===== src/rtl/pwl_act_pkg.sv =====
// Shared types and fixed-point constants for the piecewise-linear activation pipe.
// Constants scale with frac_w (1.0 = 2^frac_w); the smallest fraction used needs frac_w >= 5.
package pwl_act_pkg;

  typedef enum logic [1:0] {
    MODE_SIGMOID = 2'd0,
    MODE_TANH    = 2'd1,
    MODE_RELU    = 2'd2,
    MODE_BYPASS  = 2'd3
  } pwl_mode_e;

  typedef enum logic [1:0] {
    SEG_LOW  = 2'd0,
    SEG_MID  = 2'd1,
    SEG_HIGH = 2'd2,
    SEG_SAT  = 2'd3
  } pwl_seg_e;

  localparam int unsigned SHIFT_HIGH = 5;
  localparam int unsigned SHIFT_MID  = 3;
  localparam int unsigned SHIFT_LOW  = 2;

  function automatic int unsigned pwl_one(input int unsigned frac_w);
    return 32'd1 << frac_w;
  endfunction

  // 5.0
  function automatic int unsigned pwl_bp_sat(input int unsigned frac_w);
    return 32'd5 << frac_w;
  endfunction

  // 2.375 = 19/8
  function automatic int unsigned pwl_bp_high(input int unsigned frac_w);
    return 32'd19 << (frac_w - 3);
  endfunction

  // 1.0
  function automatic int unsigned pwl_bp_mid(input int unsigned frac_w);
    return 32'd1 << frac_w;
  endfunction

  // 0.84375 = 27/32
  function automatic int unsigned pwl_icpt_high(input int unsigned frac_w);
    return 32'd27 << (frac_w - 5);
  endfunction

  // 0.625 = 5/8
  function automatic int unsigned pwl_icpt_mid(input int unsigned frac_w);
    return 32'd5 << (frac_w - 3);
  endfunction

  // 0.5
  function automatic int unsigned pwl_icpt_low(input int unsigned frac_w);
    return 32'd1 << (frac_w - 1);
  endfunction

endpackage


===== src/rtl/pwl_seg_eval.sv =====
// Sigmoid PWL core on a non-negative magnitude: segment select and shift-add evaluate.
// The two halves are independent so select and evaluate can sit in adjacent stages.
module pwl_seg_eval
  import pwl_act_pkg::*;
#(
  parameter int unsigned DATA_W = 16,
  parameter int unsigned FRAC_W = 12
) (
  input  logic [DATA_W+1:0] sel_a,
  output pwl_seg_e          sel_seg,
  input  logic [DATA_W+1:0] eval_a,
  input  pwl_seg_e          eval_seg,
  output logic [DATA_W+1:0] eval_s
);

  localparam int unsigned AW = DATA_W + 2;

  localparam logic [AW-1:0] ONE        = AW'(pwl_one(FRAC_W));
  localparam logic [AW-1:0] BP_SAT     = AW'(pwl_bp_sat(FRAC_W));
  localparam logic [AW-1:0] BP_HIGH    = AW'(pwl_bp_high(FRAC_W));
  localparam logic [AW-1:0] BP_MID     = AW'(pwl_bp_mid(FRAC_W));
  localparam logic [AW-1:0] ICPT_HIGH  = AW'(pwl_icpt_high(FRAC_W));
  localparam logic [AW-1:0] ICPT_MID   = AW'(pwl_icpt_mid(FRAC_W));
  localparam logic [AW-1:0] ICPT_LOW   = AW'(pwl_icpt_low(FRAC_W));

  always_comb begin
    sel_seg = SEG_LOW;
    if (sel_a >= BP_SAT) begin
      sel_seg = SEG_SAT;
    end else if (sel_a >= BP_HIGH) begin
      sel_seg = SEG_HIGH;
    end else if (sel_a >= BP_MID) begin
      sel_seg = SEG_MID;
    end
  end

  // Below the saturation breakpoint the sums stay well under 2^AW.
  always_comb begin
    eval_s = ONE;
    case (eval_seg)
      SEG_HIGH: eval_s = (eval_a >> SHIFT_HIGH) + ICPT_HIGH;
      SEG_MID:  eval_s = (eval_a >> SHIFT_MID) + ICPT_MID;
      SEG_LOW:  eval_s = (eval_a >> SHIFT_LOW) + ICPT_LOW;
      default:  eval_s = ONE;
    endcase
  end

endmodule


===== src/rtl/pwl_act_pipe.sv =====
// Three-stage activation pipe (sigmoid/tanh/relu/bypass) with a global-stall handshake.
// S1 captures magnitude/sign/mode, S2 selects the segment, S3 evaluates and drives the outputs.
module pwl_act_pipe
  import pwl_act_pkg::*;
#(
  parameter int unsigned DATA_W = 16,
  parameter int unsigned FRAC_W = 12,
  parameter int unsigned TAG_W  = 8
) (
  input  logic              clk,
  input  logic              rst,
  input  logic              valid_in,
  output logic              ready_in,
  input  logic [1:0]        mode_in,
  input  logic [DATA_W-1:0] x_in,
  input  logic [TAG_W-1:0]  tag_in,
  output logic              valid_out,
  input  logic              ready_out,
  output logic [DATA_W-1:0] y_out,
  output logic [TAG_W-1:0]  tag_out
);

  localparam int unsigned AW = DATA_W + 2;
  localparam int unsigned RW = DATA_W + 4;

  localparam logic signed [RW-1:0] ONE_R = RW'(pwl_one(FRAC_W));
  localparam logic signed [RW-1:0] MAX_R = {{(RW-DATA_W+1){1'b0}}, {(DATA_W-1){1'b1}}};
  localparam logic signed [RW-1:0] MIN_R = {{(RW-DATA_W+1){1'b1}}, {(DATA_W-1){1'b0}}};

  logic advance;

  logic              s1_valid_q, s1_valid_d;
  pwl_mode_e         s1_mode_q,  s1_mode_d;
  logic [TAG_W-1:0]  s1_tag_q,   s1_tag_d;
  logic              s1_neg_q,   s1_neg_d;
  logic [AW-1:0]     s1_a_q,     s1_a_d;
  logic [DATA_W-1:0] s1_x_q,     s1_x_d;

  logic              s2_valid_q, s2_valid_d;
  pwl_mode_e         s2_mode_q,  s2_mode_d;
  logic [TAG_W-1:0]  s2_tag_q,   s2_tag_d;
  logic              s2_neg_q,   s2_neg_d;
  logic [AW-1:0]     s2_a_q,     s2_a_d;
  logic [DATA_W-1:0] s2_x_q,     s2_x_d;
  pwl_seg_e          s2_seg_q,   s2_seg_d;

  logic              valid_out_q, valid_out_d;
  logic [DATA_W-1:0] y_out_q,     y_out_d;
  logic [TAG_W-1:0]  tag_out_q,   tag_out_d;

  pwl_mode_e         mode_cur;
  logic [DATA_W:0]   x_ext;
  logic [DATA_W:0]   abs_x;
  pwl_seg_e          sel_seg;
  logic [AW-1:0]     eval_s;
  logic signed [RW-1:0] s_r, t_r, x_r, res_r;

  assign advance   = !valid_out_q || ready_out;
  assign ready_in  = advance;
  assign valid_out = valid_out_q;
  assign y_out     = y_out_q;
  assign tag_out   = tag_out_q;

  pwl_seg_eval #(
    .DATA_W (DATA_W),
    .FRAC_W (FRAC_W)
  ) u_seg_eval (
    .sel_a    (s1_a_q),
    .sel_seg  (sel_seg),
    .eval_a   (s2_a_q),
    .eval_seg (s2_seg_q),
    .eval_s   (eval_s)
  );

  // Tanh reuses the sigmoid core on 2|x|, so the doubling happens before segment select.
  always_comb begin
    mode_cur = pwl_mode_e'(mode_in);
    x_ext    = {x_in[DATA_W-1], x_in};
    abs_x    = x_in[DATA_W-1] ? -x_ext : x_ext;

    s1_valid_d = s1_valid_q;
    s1_mode_d  = s1_mode_q;
    s1_tag_d   = s1_tag_q;
    s1_neg_d   = s1_neg_q;
    s1_a_d     = s1_a_q;
    s1_x_d     = s1_x_q;
    if (advance) begin
      s1_valid_d = valid_in;
      s1_mode_d  = mode_cur;
      s1_tag_d   = tag_in;
      s1_neg_d   = x_in[DATA_W-1];
      s1_x_d     = x_in;
      s1_a_d     = (mode_cur == MODE_TANH) ? {abs_x, 1'b0} : {1'b0, abs_x};
    end
  end

  always_comb begin
    s2_valid_d = s2_valid_q;
    s2_mode_d  = s2_mode_q;
    s2_tag_d   = s2_tag_q;
    s2_neg_d   = s2_neg_q;
    s2_a_d     = s2_a_q;
    s2_x_d     = s2_x_q;
    s2_seg_d   = s2_seg_q;
    if (advance) begin
      s2_valid_d = s1_valid_q;
      s2_mode_d  = s1_mode_q;
      s2_tag_d   = s1_tag_q;
      s2_neg_d   = s1_neg_q;
      s2_a_d     = s1_a_q;
      s2_x_d     = s1_x_q;
      s2_seg_d   = sel_seg;
    end
  end

  always_comb begin
    s_r   = $signed({{(RW-AW){1'b0}}, eval_s});
    x_r   = $signed({{(RW-DATA_W){s2_x_q[DATA_W-1]}}, s2_x_q});
    t_r   = (s_r <<< 1) - ONE_R;
    res_r = x_r;
    case (s2_mode_q)
      MODE_SIGMOID: res_r = s2_neg_q ? (ONE_R - s_r) : s_r;
      MODE_TANH:    res_r = s2_neg_q ? -t_r : t_r;
      MODE_RELU:    res_r = s2_neg_q ? '0 : x_r;
      default:      res_r = x_r;
    endcase

    valid_out_d = valid_out_q;
    y_out_d     = y_out_q;
    tag_out_d   = tag_out_q;
    if (advance) begin
      valid_out_d = s2_valid_q;
      tag_out_d   = s2_tag_q;
      if (res_r > MAX_R) begin
        y_out_d = MAX_R[DATA_W-1:0];
      end else if (res_r < MIN_R) begin
        y_out_d = MIN_R[DATA_W-1:0];
      end else begin
        y_out_d = res_r[DATA_W-1:0];
      end
    end
  end

  always_ff @(posedge clk or posedge rst) begin
    if (rst) begin
      s1_valid_q  <= 1'b0;
      s1_mode_q   <= MODE_SIGMOID;
      s1_tag_q    <= '0;
      s1_neg_q    <= 1'b0;
      s1_a_q      <= '0;
      s1_x_q      <= '0;
      s2_valid_q  <= 1'b0;
      s2_mode_q   <= MODE_SIGMOID;
      s2_tag_q    <= '0;
      s2_neg_q    <= 1'b0;
      s2_a_q      <= '0;
      s2_x_q      <= '0;
      s2_seg_q    <= SEG_LOW;
      valid_out_q <= 1'b0;
      y_out_q     <= '0;
      tag_out_q   <= '0;
    end else begin
      s1_valid_q  <= s1_valid_d;
      s1_mode_q   <= s1_mode_d;
      s1_tag_q    <= s1_tag_d;
      s1_neg_q    <= s1_neg_d;
      s1_a_q      <= s1_a_d;
      s1_x_q      <= s1_x_d;
      s2_valid_q  <= s2_valid_d;
      s2_mode_q   <= s2_mode_d;
      s2_tag_q    <= s2_tag_d;
      s2_neg_q    <= s2_neg_d;
      s2_a_q      <= s2_a_d;
      s2_x_q      <= s2_x_d;
      s2_seg_q    <= s2_seg_d;
      valid_out_q <= valid_out_d;
      y_out_q     <= y_out_d;
      tag_out_q   <= tag_out_d;
    end
  end

endmodule


===== config.mk =====
export PLATFORM = sky130hd
export DESIGN_NAME = pwl_act_pipe
export DESIGN_NICKNAME = d
export VERILOG_FILES = /design/src/rtl/pwl_act_pkg.sv /design/src/rtl/pwl_seg_eval.sv /design/src/rtl/pwl_act_pipe.sv
export SDC_FILE = /design/constraint.sdc
export NUM_CORES = 1
export LEC_CHECK = 0
export CAP_MARGIN = 20
export CORE_AREA = 10 10 116 118
export DETAILED_ROUTE_END_ITERATION = 6
export DIE_AREA = 0 0 126 128
export PLACE_DENSITY = 0.82
export REMOVE_ABC_BUFFERS = 1
export SLEW_MARGIN = 20
export SYNTH_ARGS = -nofsm -noshare
export SYNTH_HDL_FRONTEND = slang
export SYNTH_SLANG_ARGS = --single-unit

===== constraint.sdc =====
create_clock -name clk -period 11.5 [get_ports clk]
set_clock_uncertainty 0.15 [all_clocks]
set_input_delay 2.3 -clock clk [delete_from_list [all_inputs] [get_ports clk]]
set_output_delay 2.3 -clock clk [all_outputs]
set_load 0.05 [all_outputs]

==> key figures <==
Outcome
  – Status: finished clean

Cells and area
  – Multi-input combinational cell area: about 0.0036 mm^2
  – Total number of nets in the final design: 868
  – Share of final-layout standard cells stronger than drive strength 1: 0.111
  – Area taken by flip-flops and latches: 0.00283 mm^2
  – Filler cell count: 857
  – Antenna diode instance count: 0
  – Layout-stage area growth over the synthesis result: 14.6%

Synth
  – Number of distinct library cells after synthesis: 77
  – Number of enable-type register cells in the synthesized netlist: 0
  – Adder-Cell Fraction of Synth Area: 0.0183
  – Most used DFF post-synth: sky130_fd_sc_hd__dfrtp_1
  – Synth Area in XOR/XNOR: 0.0462
  – Most common library cells after synthesis: sky130_fd_sc_hd__nand2_1 (254), sky130_fd_sc_hd__dfrtp_1 (113), sky130_fd_sc_hd__nor2_1 (55), sky130_fd_sc_hd__clkbuf_1 (33), sky130_fd_sc_hd__a21oi_1 (32)
  – Compound-gate portion of the synthesized area: 0.163
  – Number of flip-flops and latches in the synthesized netlist: roughly 110
  – Proportion of netlist area held by the largest area contributor: 0.414
  – Area leader, netlist: sky130_fd_sc_hd__dfrtp_1
  – Post-Synth Simple-Gate Area: 0.248
  – Top cells by area in the synthesized netlist: sky130_fd_sc_hd__dfrtp_1 (41%), sky130_fd_sc_hd__nand2_1 (14%), sky130_fd_sc_hd__mux2_2 (3.1%)
  – Mux share of post-synthesis cell area: 0.0489
  – Yosys warnings: 0
  – Post-Synthesis Cell Area: approximately 0.007 mm^2
  – Sequential cell area fraction in the yosys report: 0.414
  – Async SR Flop Fraction: 1.00
  – Most numerous cell in the Yosys netlist: sky130_fd_sc_hd__nand2_1
  – Post-synthesis instance total: 803
  – Largest family of logic cells by synthesized area: simple AND/OR/NAND/NOR gates
  – Avg Inst Size Synth: 8.51 um^2

Power and ir drop
  – Internal power of the cells: 1320 uW
  – Power dissipated by switching net loads: 1090 uW
  – Leakage: 0.00358 uW
  – Sequential power share: 0.283
  – Part of the power in combinational logic: 0.506
  – Part of the power in the clock network: 0.211
  – Peak supply drop: 0.000196 V
  – Switching power share of the total: 0.453
  – Power density normalized to cell area: between 300 and 400 mW/mm^2

GRT
  – First-pass GRT wire length: 27800 um
  – Overall global routing resource usage: 0.206
  – Number of antenna violations at the first check in global routing: 0
  – Number of global-route vias before repair: 5714
  – Grt total ovfl: 0
  – Largest net degree at the start of global routing: 81

Critical path
  – Critical Path Start: ready_out
  – Most used cell, CP: sky130_fd_sc_hd__clkdlybuf4s50_1
  – FF-to-FF End: y_out[15]$_DFFE_PP0P_
  – Endpoint of the most critical setup path: ready_in
  – Worst-path cell with the longest stage delay: sky130_fd_sc_hd__clkdlybuf4s50_1
  – Kind of end point of the critical path: output port
  – R2R cell count: 14
  – R2R setup slack: 6.47 ns
  – Crit-path max FO: 48
  – WP data required: around 9 ns
  – Buffering stage count on the worst path with inverters included: 3
  – Crit Path Category: in2out
  – CP arrival: about 4.7 ns
  – Worst setup SP type: input port
  – CP cell instances: clkdlybuf4s50_1, nor2b_4, clkinv_2, clkdlybuf4s50_1
  – CP top delay family: buffers and inverters
  – Biggest cell delay along the critical path: 0.89 ns
  – Reg-to-Reg Start: s2_a_q[13]$_DFFE_PP0P_
  – Crit. path cell count: 4

Clocking
  – H-tree depth reported by CTS: 4
  – Buffers from clock root to sink, at most: 2
  – Number of clock sinks: 113
  – Clock latency of the later-clocked register in the worst-skew pair: 0.42 ns
  – TritonCTS clock tree: built
  – CTS root buffer: sky130_fd_sc_hd__clkbuf_16
  – Clock input transition at the sequential cells of the worst setup and hold paths: 0.05 ns
  – Number of post-CTS setup repair buffers: 0
  – Post-CTS sizing: 0
  – Total clock buffers created by CTS: 17
  – Hold-fix buffer count after cts: 0

Timing
  – Clock period minus worst slack: 7.17 ns
  – Setup ws final: about 4.3 ns
  – Number of slew-limit violations in the final report: 0
  – Slew at the pin closest to its max-slew limit: 0.981 ns
  – Setup Total Neg Slack: 0 ns
  – Setup Viol. Count Final: 0
  – Setup repair after global routing missed its margin: no
  – Slew HR: 0.346
  – Fin. Hold Viols: 0
  – Final clock period utilization by the worst path: 0.623
  – Peak clock frequency supported by timing: 140 MHz

Detailed routing
  – 1st-iter DRT viols: 469
  – Number of vias after detailed routing: ~6000
  – Average routed wire per standard cell: 17.2 um
  – Highest routed layer: met4
  – Total wire length: 17000 um
  – Amount of wire on met3 after detailed routing: about 850 um
  – Post-DR vias/cell: 6.01
  – First-pass detailed-route iteration total: 6
  – WL met1: between 7000 and 8000 um
  – Detailed-routed wire length on met2: 8420 um
  – Post-route ant nets: 0
  – DRC violations left: 0

Floorplanning
  – IO Pins: 56
  – Area inside the core boundary: approximately 0.011 mm^2
  – Initial core utilization: 0.609
  – Number of core rows: 39
  – Die Outline Area: around 0.016 mm^2
  – Die outline height: 128 um
  – Chip Width: 126 um

Place
  – Last weighted congestion value of the routability-driven placer: 0.902
  – Input/output buffers: 55
  – Dpl ws: 4.32 ns
  – HPWL after DPL: 11400 um

Run
  – Maximum capacitance violations: 0

Min path
  – Type of the worst min-delay path: reg2reg
-- worst min path at each step --
stage | from | end | slack (ns) | depth (start not counted)
finish | tag_out[6]$_DFFE_PP0P_ | tag_out[6]$_DFFE_PP0P_ | 0.31 | 2
global route | s2_valid_q$_DFFE_PP0P_ | s2_valid_q$_DFFE_PP0P_ | 0.32 | 2
floorplan | s2_valid_q$_DFFE_PP0P_ | s2_valid_q$_DFFE_PP0P_ | 0.28 | 2
CTS | s1_tag_q[3]$_DFFE_PP0P_ | s1_tag_q[3]$_DFFE_PP0P_ | 0.32 | 2
global placement | s2_tag_q[1]$_DFFE_PP0P_ | s2_tag_q[1]$_DFFE_PP0P_ | 0.30 | 2
detailed placement | s2_valid_q$_DFFE_PP0P_ | s2_valid_q$_DFFE_PP0P_ | 0.30 | 2
-- tightest hold or removal path, cell delays in order (launching register included) --
cell and delay [ns]:
sky130_fd_sc_hd__dfrtp_1 0.33, sky130_fd_sc_hd__nand2_1 0.05, sky130_fd_sc_hd__nand2_1 0.05
-- cell usage in the layout (no fill, tap or decap), types with 4 or more instances in the layout --
| cell | synthesis | routed |
|---|---|---|
| sky130_fd_sc_hd__mux2i_1 | 12 | 12 |
| sky130_fd_sc_hd__clkinv_2 | 0 | 5 |
| sky130_fd_sc_hd__a311oi_1 | 4 | 4 |
| sky130_fd_sc_hd__nor2_1 | 55 | 55 |
| sky130_fd_sc_hd__buf_4 | 1 | 5 |
| sky130_fd_sc_hd__clkinvlp_4 | 0 | 4 |
| sky130_fd_sc_hd__a21oi_1 | 32 | 32 |
| sky130_fd_sc_hd__ha_1 | 10 | 10 |
| sky130_fd_sc_hd__nand4_1 | 4 | 4 |
| sky130_fd_sc_hd__o21ai_0 | 26 | 26 |
| sky130_fd_sc_hd__o21a_1 | 8 | 8 |
| sky130_fd_sc_hd__nor3_1 | 14 | 14 |
| sky130_fd_sc_hd__xor2_1 | 18 | 18 |
| sky130_fd_sc_hd__a211oi_1 | 8 | 8 |
| sky130_fd_sc_hd__nand3_1 | 17 | 17 |
| sky130_fd_sc_hd__a211oi_2 | 10 | 10 |
| sky130_fd_sc_hd__nor4_1 | 6 | 6 |
| sky130_fd_sc_hd__nand2b_1 | 6 | 6 |
| sky130_fd_sc_hd__o31ai_1 | 8 | 8 |
| sky130_fd_sc_hd__dfrtp_1 | 113 | 113 |
| sky130_fd_sc_hd__nand2_1 | 254 | 254 |
| sky130_fd_sc_hd__inv_1 | 15 | 13 |
| sky130_fd_sc_hd__and3b_1 | 5 | 5 |
| sky130_fd_sc_hd__o311ai_0 | 4 | 4 |
| sky130_fd_sc_hd__mux2_2 | 19 | 19 |
| sky130_fd_sc_hd__clkdlybuf4s50_1 | 0 | 55 |
| sky130_fd_sc_hd__xnor2_1 | 18 | 18 |
| sky130_fd_sc_hd__a31oi_1 | 16 | 16 |
| sky130_fd_sc_hd__clkbuf_16 | 0 | 17 |
-- power by group through the flow --
stage	Combinational, uW	Sequential (uW)	Clock [uW]
2_1_floorplan	748	807	0
3_3_place_gp	1170	675	0
3_5_place_dp	1200	682	0
4_1_cts	1220	678	512
5_1_grt	1330	702	534
6_report	1220	683	509
-- metrics by stage --
step	cells	hold WS (ns)	total power, uW	utilization	cell area, um^2
3_3_place_gp	952	0.299	1850	0.646	7250
5_1_grt	984	0.324	2570	0.697	7830
6_report	984	0.315	2410	0.697	7830
3_5_place_dp	952	0.303	1880	0.646	7250
4_1_cts	984	0.318	2410	0.697	7830
2_1_floorplan	749	0.280	1560	-	6470
-- registers in the layout, indices dropped and copies added, names as in the netlist --
name and cells:
s1_a_q 16, s1_mode_q 2, s1_neg_q 1, s1_tag_q 8, s1_valid_q 1, s1_x_q 15, s2_a_q 16, s2_mode_q 2
s2_neg_q 1, s2_seg_q 2, s2_tag_q 8, s2_valid_q 1, s2_x_q 15, tag_out 8, valid_out 1, y_out 16
-- cell families after synthesis --
kind of cell | after synthesis
simple gates | 390
mux | 31
buf+inv | 70
fa+ha+maj | 10
xor+xnor | 36
flops | 113
compound gates | 153
-- routing by layer --
| metal | track usage | vias up |
|---|---|---|
| met4 | 0.0857 | 0 |
| met1 | 0.249 | 2867 |
| met5 | 0 | - |
| met2 | 0.345 | 195 |
| met3 | 0.0476 | 39 |
| li1 | - | 2808 |
-- cell type report --
cell class / count / area share
Inverter: 16 / 0.00815
Clock buffer: 19 / 0.0566
Clock inverter: 13 / 0.0174
Tap cell: 143 / 0.0229
Sequential cell: 113 / 0.361
Multi-Input combinational cell: 620 / 0.458
Timing Repair Buffer: 60 / 0.0752
Note: power is estimated with default switching activity, not from simulation.
